[src/rtl/fcbaps_gen2.sv]
// APB slave bridge onto the FCB write FIFO and cfg read FIFO.
// Optional wait-state timeout is built when FCBAPS_GEN2_TIMEOUT_EN is defined.
module fcbaps_gen2 #(
    parameter int unsigned            PAR_DATA_W     = 32,
    parameter int unsigned            PAR_ADDR_W     = 20,
    parameter int unsigned            PAR_SFR_AW     = 7,
    parameter logic [PAR_SFR_AW-1:0]  PAR_CFGDP_ADDR = 'h20,
    parameter int unsigned            PAR_TMO_W      = 8
) (
    input  logic                                          fcb_sys_clk,
    input  logic                                          fcb_sys_rst_n,
    input  logic                                          fcb_sys_stm,
    input  logic                                          fcb_spi_mode_en_bo,
    input  logic                                          fcb_apbs_prot_en_bo,
    input  logic [PAR_TMO_W-1:0]                          fcb_apbs_tmo_val,
    input  logic [PAR_ADDR_W-1:0]                         fcb_apbs_paddr,
    input  logic [2:0]                                    fcb_apbs_pprot,
    input  logic                                          fcb_apbs_psel,
    input  logic                                          fcb_apbs_penable,
    input  logic                                          fcb_apbs_pwrite,
    input  logic [PAR_DATA_W-1:0]                         fcb_apbs_pwdata,
    input  logic [PAR_DATA_W/8-1:0]                       fcb_apbs_pstrb,
    input  logic                                          frwf_wff_full,
    input  logic                                          frwf_crf_empty,
    input  logic [PAR_DATA_W-1:0]                         frwf_crf_rd_data,
    output logic                                          fcb_apbs_pready,
    output logic                                          fcb_apbs_pslverr,
    output logic [PAR_DATA_W-1:0]                         fcb_apbs_prdata,
    output logic                                          faps_frwf_apb_on,
    output logic                                          faps_frwf_wff_wr_en,
    output logic [PAR_SFR_AW+PAR_DATA_W/8+PAR_DATA_W:0]   faps_frwf_wff_wr_data,
    output logic                                          faps_frwf_crf_rd_en
);

    localparam int unsigned STRB_W = PAR_DATA_W / 8;

    typedef enum logic [2:0] {
        IDLE,
        WR_WAIT,
        CRD_WAIT,
        SREQ,
        SRD_WAIT,
        ACK,
        ERR
    } state_t;

    state_t                  state_q, state_d;
    logic                    wr_q, wr_d;
    logic [PAR_SFR_AW-1:0]   addr_q, addr_d;
    logic [STRB_W-1:0]       strb_q, strb_d;
    logic [PAR_DATA_W-1:0]   data_q, data_d;

    logic                    is_cfg;
    logic                    access_err;
    logic                    tmo_hit;
    logic [PAR_SFR_AW-1:0]   word_addr;
    logic                    unused_bits;

    assign word_addr  = fcb_apbs_paddr[PAR_SFR_AW+1:2];
    assign is_cfg     = (|fcb_apbs_paddr[PAR_ADDR_W-1:PAR_SFR_AW+2]) ||
                        (word_addr == PAR_CFGDP_ADDR);
    assign access_err = fcb_spi_mode_en_bo ||
                        (fcb_apbs_prot_en_bo && (!fcb_apbs_pprot[0] || fcb_apbs_pprot[1]));
    assign unused_bits = ^{fcb_apbs_paddr[1:0], fcb_apbs_pprot[2]};

    assign faps_frwf_apb_on = ~fcb_spi_mode_en_bo;

`ifdef FCBAPS_GEN2_TIMEOUT_EN
    logic                 in_wait;
    logic [PAR_TMO_W-1:0] cnt_q, cnt_d, cnt_inc;

    assign in_wait = (state_q == WR_WAIT) || (state_q == CRD_WAIT) ||
                     (state_q == SREQ)    || (state_q == SRD_WAIT);
    assign cnt_inc = cnt_q + 1'b1;
    assign tmo_hit = in_wait && (fcb_apbs_tmo_val != '0) && (cnt_inc == fcb_apbs_tmo_val);

    // Held at zero while idle, so every transfer starts counting from zero.
    always_comb begin
        cnt_d = cnt_q;
        if (fcb_sys_stm || (state_q == IDLE)) begin
            cnt_d = '0;
        end else if (in_wait) begin
            cnt_d = cnt_inc;
        end
    end

    always_ff @(posedge fcb_sys_clk or negedge fcb_sys_rst_n) begin
        if (!fcb_sys_rst_n) begin
            cnt_q <= '0;
        end else begin
            cnt_q <= cnt_d;
        end
    end
`else
    logic unused_tmo;

    assign unused_tmo = ^fcb_apbs_tmo_val;
    assign tmo_hit    = 1'b0;
`endif

    always_comb begin
        state_d               = state_q;
        wr_d                  = wr_q;
        addr_d                = addr_q;
        strb_d                = strb_q;
        data_d                = data_q;
        fcb_apbs_pready       = 1'b0;
        fcb_apbs_pslverr      = 1'b0;
        fcb_apbs_prdata       = '0;
        faps_frwf_wff_wr_en   = 1'b0;
        faps_frwf_wff_wr_data = '0;
        faps_frwf_crf_rd_en   = 1'b0;

        if (fcb_sys_stm) begin
            state_d = IDLE;
        end else begin
            case (state_q)
                IDLE: begin
                    if (fcb_apbs_psel && !fcb_apbs_penable) begin
                        // Reads capture zero strobe/data so the SFR request entry is {0, addr, 0, 0}.
                        wr_d   = fcb_apbs_pwrite;
                        addr_d = is_cfg ? PAR_CFGDP_ADDR : word_addr;
                        strb_d = fcb_apbs_pwrite ? fcb_apbs_pstrb : '0;
                        data_d = fcb_apbs_pwrite ? fcb_apbs_pwdata : '0;
                        if (access_err) begin
                            state_d = ERR;
                        end else if (fcb_apbs_pwrite) begin
                            state_d = WR_WAIT;
                        end else if (is_cfg) begin
                            state_d = CRD_WAIT;
                        end else begin
                            state_d = SREQ;
                        end
                    end
                end
                WR_WAIT: begin
                    if (!fcb_apbs_psel) begin
                        state_d = IDLE;
                    end else if (tmo_hit) begin
                        state_d = ERR;
                    end else if (!frwf_wff_full) begin
                        state_d = ACK;
                    end
                end
                SREQ: begin
                    if (!fcb_apbs_psel) begin
                        state_d = IDLE;
                    end else if (tmo_hit) begin
                        state_d = ERR;
                    end else if (!frwf_wff_full) begin
                        faps_frwf_wff_wr_en   = 1'b1;
                        faps_frwf_wff_wr_data = {wr_q, addr_q, strb_q, data_q};
                        state_d               = SRD_WAIT;
                    end
                end
                CRD_WAIT, SRD_WAIT: begin
                    if (!fcb_apbs_psel) begin
                        state_d = IDLE;
                    end else if (tmo_hit) begin
                        state_d = ERR;
                    end else if (!frwf_crf_empty) begin
                        state_d = ACK;
                    end
                end
                ACK: begin
                    fcb_apbs_pready = 1'b1;
                    if (wr_q) begin
                        faps_frwf_wff_wr_en   = 1'b1;
                        faps_frwf_wff_wr_data = {wr_q, addr_q, strb_q, data_q};
                    end else begin
                        faps_frwf_crf_rd_en = 1'b1;
                        fcb_apbs_prdata     = frwf_crf_rd_data;
                    end
                    state_d = IDLE;
                end
                ERR: begin
                    fcb_apbs_pready  = 1'b1;
                    fcb_apbs_pslverr = 1'b1;
                    state_d          = IDLE;
                end
                default: state_d = IDLE;
            endcase
        end
    end

    always_ff @(posedge fcb_sys_clk or negedge fcb_sys_rst_n) begin
        if (!fcb_sys_rst_n) begin
            state_q <= IDLE;
            wr_q    <= 1'b0;
            addr_q  <= '0;
            strb_q  <= '0;
            data_q  <= '0;
        end else begin
            state_q <= state_d;
            wr_q    <= wr_d;
            addr_q  <= addr_d;
            strb_q  <= strb_d;
            data_q  <= data_d;
        end
    end

endmodule

[config.mk]
export PLATFORM = sky130hd
export DESIGN_NAME = fcbaps_gen2
export DESIGN_NICKNAME = d
export VERILOG_FILES = /design/src/rtl/fcbaps_gen2.sv
export SDC_FILE = /design/constraint.sdc
export NUM_CORES = 1
export LEC_CHECK = 0
export ABC_CLOCK_PERIOD_IN_PS = 3390
export BUFFER_PORTS_ARGS = -buffer_cell sky130_fd_sc_hd__buf_2
export CAP_MARGIN = 20
export CORE_MARGIN = 3
export CORE_UTILIZATION = 44
export DETAILED_ROUTE_END_ITERATION = 10
export GPL_TIMING_DRIVEN = 0
export PLACE_DENSITY = 0.85
export SETUP_SLACK_MARGIN = 0.3
export SKIP_LAST_GASP = 1
export SLEW_MARGIN = 5
export SYNTH_ARGS = -nofsm -noshare
export SYNTH_HDL_FRONTEND = slang
export SYNTH_SLANG_ARGS = --single-unit
export TNS_END_PERCENT = 10
[constraint.sdc]
create_clock -name fcb_sys_clk -period 3.39 [get_ports fcb_sys_clk]
set_input_delay 0.339 -clock fcb_sys_clk [delete_from_list [all_inputs] [get_ports fcb_sys_clk]]
set_output_delay 0.339 -clock fcb_sys_clk [all_outputs]
set_load 0.03 [all_outputs]
# After elaboration in Yosys (flattened, before gate mapping)
# Cells that the tools add are included.
[op_classes]
n_addsub = 0
n_mul = 0
n_div = 0
magnitude_cmp = 0
n_eq_ne = 11
shift = 0
muxes = 35
bitwise = 2
n_reduce_logical = 13
[op_table]
columns = ["cell", "count"]
rows = [
  ["44-bit two-way mux", 4],
  ["32-bit two-way mux", 4],
  ["44-bit one-hot mux with 2 select lines", 1],
  ["3-bit two-way mux", 9],
  ["1-bit two-way mux", 12],
  ["4-bit inequality test (second input constant)", 3],
  ["3-bit one-hot mux with 4 select lines", 1],
  ["11-bit OR reduction", 1],
  ["3-bit equality test (second input constant)", 3],
  ["7-bit by 6-bit equality test with 1-bit output (second input constant)", 1],
  ["7-bit two-way mux", 1],
  ["3-bit by 2-bit equality test with 1-bit output (second input constant)", 2],
  ["4-bit two-way mux", 1],
  ["4-bit AND reduction", 1],
  ["2-bit OR reduction", 2],
  ["3-bit by 1-bit equality test with 1-bit output (second input constant)", 1],
  ["3-bit zero test", 1],
  ["1-bit logical OR", 3],
  ["3-bit inequality test (second input constant)", 1],
  ["3-bit AND reduction", 1],
  ["1-bit logical AND", 2],
  ["1-bit zero test", 2],
  ["2-bit two-way mux", 1],
  ["1-bit inverter", 2],
  ["1-bit one-hot mux with 2 select lines", 1],
]
[word_totals]
ff_bits = 47
latch_bits = 0
ramBits = 0
rom_bits = 0
in_bits = 109
output_inout_bits = 81
wordCells = 66
mem_count = 0

# Logic depth before layout (Yosys ltp)
[logic_depth]
word_depth = 8
ltp_mapped = 7
ltp_nobuf = 4

# Worst setup path after synthesis
# No wires, ideal clock.
[synth_path]
path_kind = "reg-to-output"
startpoint = "register state_q[2]"
endpoint = "output port faps_frwf_wff_wr_data[34]"
arrival_time_ps = 1823
t_required_ps = 3051
slack_ps = 1228
path_stages_with_launch = 6
path_buffers = 1
cell_sequence = "dfrtp_1 and4bb_1 a31oi_1 nor3b_2 clkbuf_1 and2_1"
[synth_via]
elab_chain_len = 3
elab_cells_between_ends = 4
classes_between = "eq/ne: 2; mux: 2"
[synth_rtl]
columns = ["item", "line", "source"]
rows = [
  ["start, declared", "47", "state_t state_q, state_d;"],
  ["start signal, assigned", "194", "state_q <= state_d;"],
  ["3-bit equality test or 3-bit by 2-bit equality test with 1-bit output (tied branches)", "117", "case (state_q)"],
  ["44-bit one-hot mux with 2 select lines (*)", "117", ""],
  ["44-bit two-way mux (*)", "114", "if (fcb_sys_stm) begin"],
  ["end, declared", "31", "output logic [PAR_SFR_AW+PAR_DATA_W/8+PAR_DATA_W:0] faps_frwf_wff_wr_data,"],
]
# Every way passes the cells marked *; elsewhere a longest branch is shown, timed or not.

# Worst setup path after layout
[layout_path]
startpoint = "register state_q[2]"
endpoint = "output port faps_frwf_wff_wr_data[40]"
# Same word-level chain as after synthesis.

==> results.ini <==
[synthesis]
synth_compound_area_share_pct=5.17
synth_top_cell_area_share_pct=44.2
synth_fa_ha_area_share_pct=0
ys_top_cells_by_area=dfrtp_1 44%, and2_1 18%, nand2_1 13%, nand3_1 7.0%, buf_6 2.5%
synth_top_family_by_area=simple AND/OR/NAND/NOR gates
synthMuxAreaShare_pct=0
synth_top_area_cell=dfrtp_1
ys_seq_area_share_pct=44.2
synth-simple-area-share_pct=44.8
yosysUniqueCellTypes=37
synth_xor_area_share_pct=0.329
synth_area_um2=2660
ys_seq_elements=47
synth_warnings=0
synthCells=322
synth_nets=431
postSynthAreaPerCell_um2=8.27

[critical_path]
worstPathArrival_ps=2290
worst-setup-path-type=reg -> out
crit_path_cell_trace=and4bb_1, a31oi_1, nor3b_2, clkbuf_1, and2_1, buf_2
cpPeakStageDelay_ps=490
end_kind=output port
slowest_stage=nor3b_2
required_ps=3050
start_kind=flip-flop
cp_max_fo=10

[sta]
setup-violations-final=0
grt_setup_unrepaired=false
finalSetupTns_ps=0
post-route-period-util_pct=77.5
setup_ws_ps=761
max_slew_margin_pct=63.0
max_freq_mhz=380
finalCriticalPeriod_ps=2630
worstMarginPinSlew_ps=553
final_hold_viol_count=0
slew_violations=0
finClkSkew_ps=4.47

[pwr]
peakVddDrop_uv=194
p_leak_uw=0.00227
power_density_nw_per_um2=393
comb_power_share_pct=19.3
p_sw_uw=400
clockPowerShare_pct=31.9
p_int_uw=1090
power.total_uw=1490
seqPwrFrac_pct=48.9
power_switching_share_pct=26.8

[final_layout]
syn2layout_area_growth_pct=42.8
final_cell_mix=183 x buf_2, 92 x nand2_1, 76 x and2_1
layout_commonest_cell=buf_2
finalInstanceArea_um2=3800
final_cells=581
drive_gt1_share_pct=39.7
antenna_cells=0
finalNetCount=617

[grt]
grtUsageTotal_pct=22.5
antenna_found_initial=0
grt.overflow.total=0
grt_max_degree=48
grt_pass1_vias=2856
grt_pass1_wl_mm=13.0

[floorplanning]
floorplan.initialDensity_pct=46.9
dieArea_um2=7020
die_height_um=83.8
num_io_pins=190
rows=27
die_x_um=83.8
core_area_um2=5680

[job]
cap_violations=0

[cts]
worstSkewPairLatency_ps=290
post_cts_buffers=0
ctsLongestPathBuffers=2
cts_buffers=5
clock-sinks=47
clk_pin_slew_worst_paths_ps=80
post_cts_resized=0
cts_tree=built
clockRootBuffer=clkbuf_8
hold_buffers=0
h-tree-depth=2

[routing]
ant_nets=0
drt_iter0_drc=95
routed_wl_mm=8.21
detail_route.vias_per_cell=5.00
num_vias=2903
wl_per_cell_um=14.1
route.detailed.drc=0
first_pass_iters=4

[place]
placedCellCount=572
io_buffers=178
placed_area_um2=3640
hpwl_mm=6.51
pre_cts_ws_ps=1030
gp_congestion=0.864

[worst_hold_path]
hp-class=in -> async

[run_status]
status=complete, no violations

## critical path, delay by kind of cell, from the launching register on
kind                   cells  cell delay, ps
AND/OR/NAND/NOR            3             960
AO/OA/AOI/OAI              1              50
buffers and inverters      2             540
flip-flops                 1             440
## worst paths after layout
path,startpoint,endpoint,slack [ps],depth (start not counted)
setup / recovery,state_q[2],faps_frwf_wff_wr_data[40],760,6
hold / removal,fcb_sys_rst_n,data_q[26],20,1
setup reg to reg,state_q[1],data_q[21],1560,6
hold reg to reg,data_q[17],data_q[17],460,2
max in group asynchronous,fcb_sys_rst_n,data_q[22],2860,2
min in group fcb_sys_clk,fcb_apbs_pwdata[19],data_q[19],270,3
## synthesized netlist by cell type
library cell   n
nand2_1       92
and2_1        76
dfrtp_1       47
nand3_1       37
clkbuf_1      12
o21ai_0        7
buf_6          6
buf_2          5
inv_1          3
nor4_1         3
a31oi_1        2
nand2b_1       2
nor2_1         2
nor3_1         2
nor4bb_1       2
o21ai_1        2
o31ai_1        2
a211o_1        1
a21o_1         1
a21oi_1        1
a221o_1        1
and3_1         1
and3b_1        1
and4bb_1       1
nand4_1        1
nor2b_1        1
nor3b_2        1
nor4_4         1
nor4b_1        1
nor4b_2        1
o2111ai_1      1
o211ai_1       1
o22ai_1        1
o41a_1         1
or2_4          1
or4_4          1
xor2_1         1
## metrics by stage
stage / util, % / hold WS [ps]
after CTS: 66.6 / 248
after global placement: 64.2 / 441
after floorplan: - / 43.4
after global routing: 67.0 / 53.3
final: 67.0 / 17.8
after detailed placement: 64.2 / 448
## cells by family (layout without fill, tap and decap cells)
kind of cell / count (synthesis) / count (layout)
buffers and inverters: 26 / 213
AND/OR/NAND/NOR: 227 / 227
AO/OA/AOI/OAI: 21 / 21
flip-flops: 47 / 47
XOR/XNOR: 1 / 1
## state kept, by name, summed over array words and instances (netlist names)
register,cells
strb_q,4
addr_q,7
state_q,3
wr_q,1
data_q,32
## per-layer routing
layer	GRT usage [%]	routed length [µm]	vias up
met1	25.5	3050	1329
li1	-	-	1425
met3	5.73	741	13
met5	0	0	-
met4	3.95	86	0
met2	42.6	4330	136
## power by group through the flow
stage | sequential (µW) | combinational (µW) | clock, µW
global placement | 734 | 271 | 0
detailed placement | 742 | 285 | 0
global route | 744 | 328 | 510
CTS | 730 | 286 | 487
floorplan | 725 | 172 | 0
finish | 730 | 288 | 476
## final cells by class
type                    instances  area (µm²)
flip-flops and latches         47        1180
plain buffers                  23         138
clock buffers                   6        72.6
fillers                       497        1870
clock inverters                 2        60.1
inverters                       3        11.3
repair buffers                179         918
well taps                      72        90.1
multi-input cells             249        1340
Power figures use the tool's default switching activity.
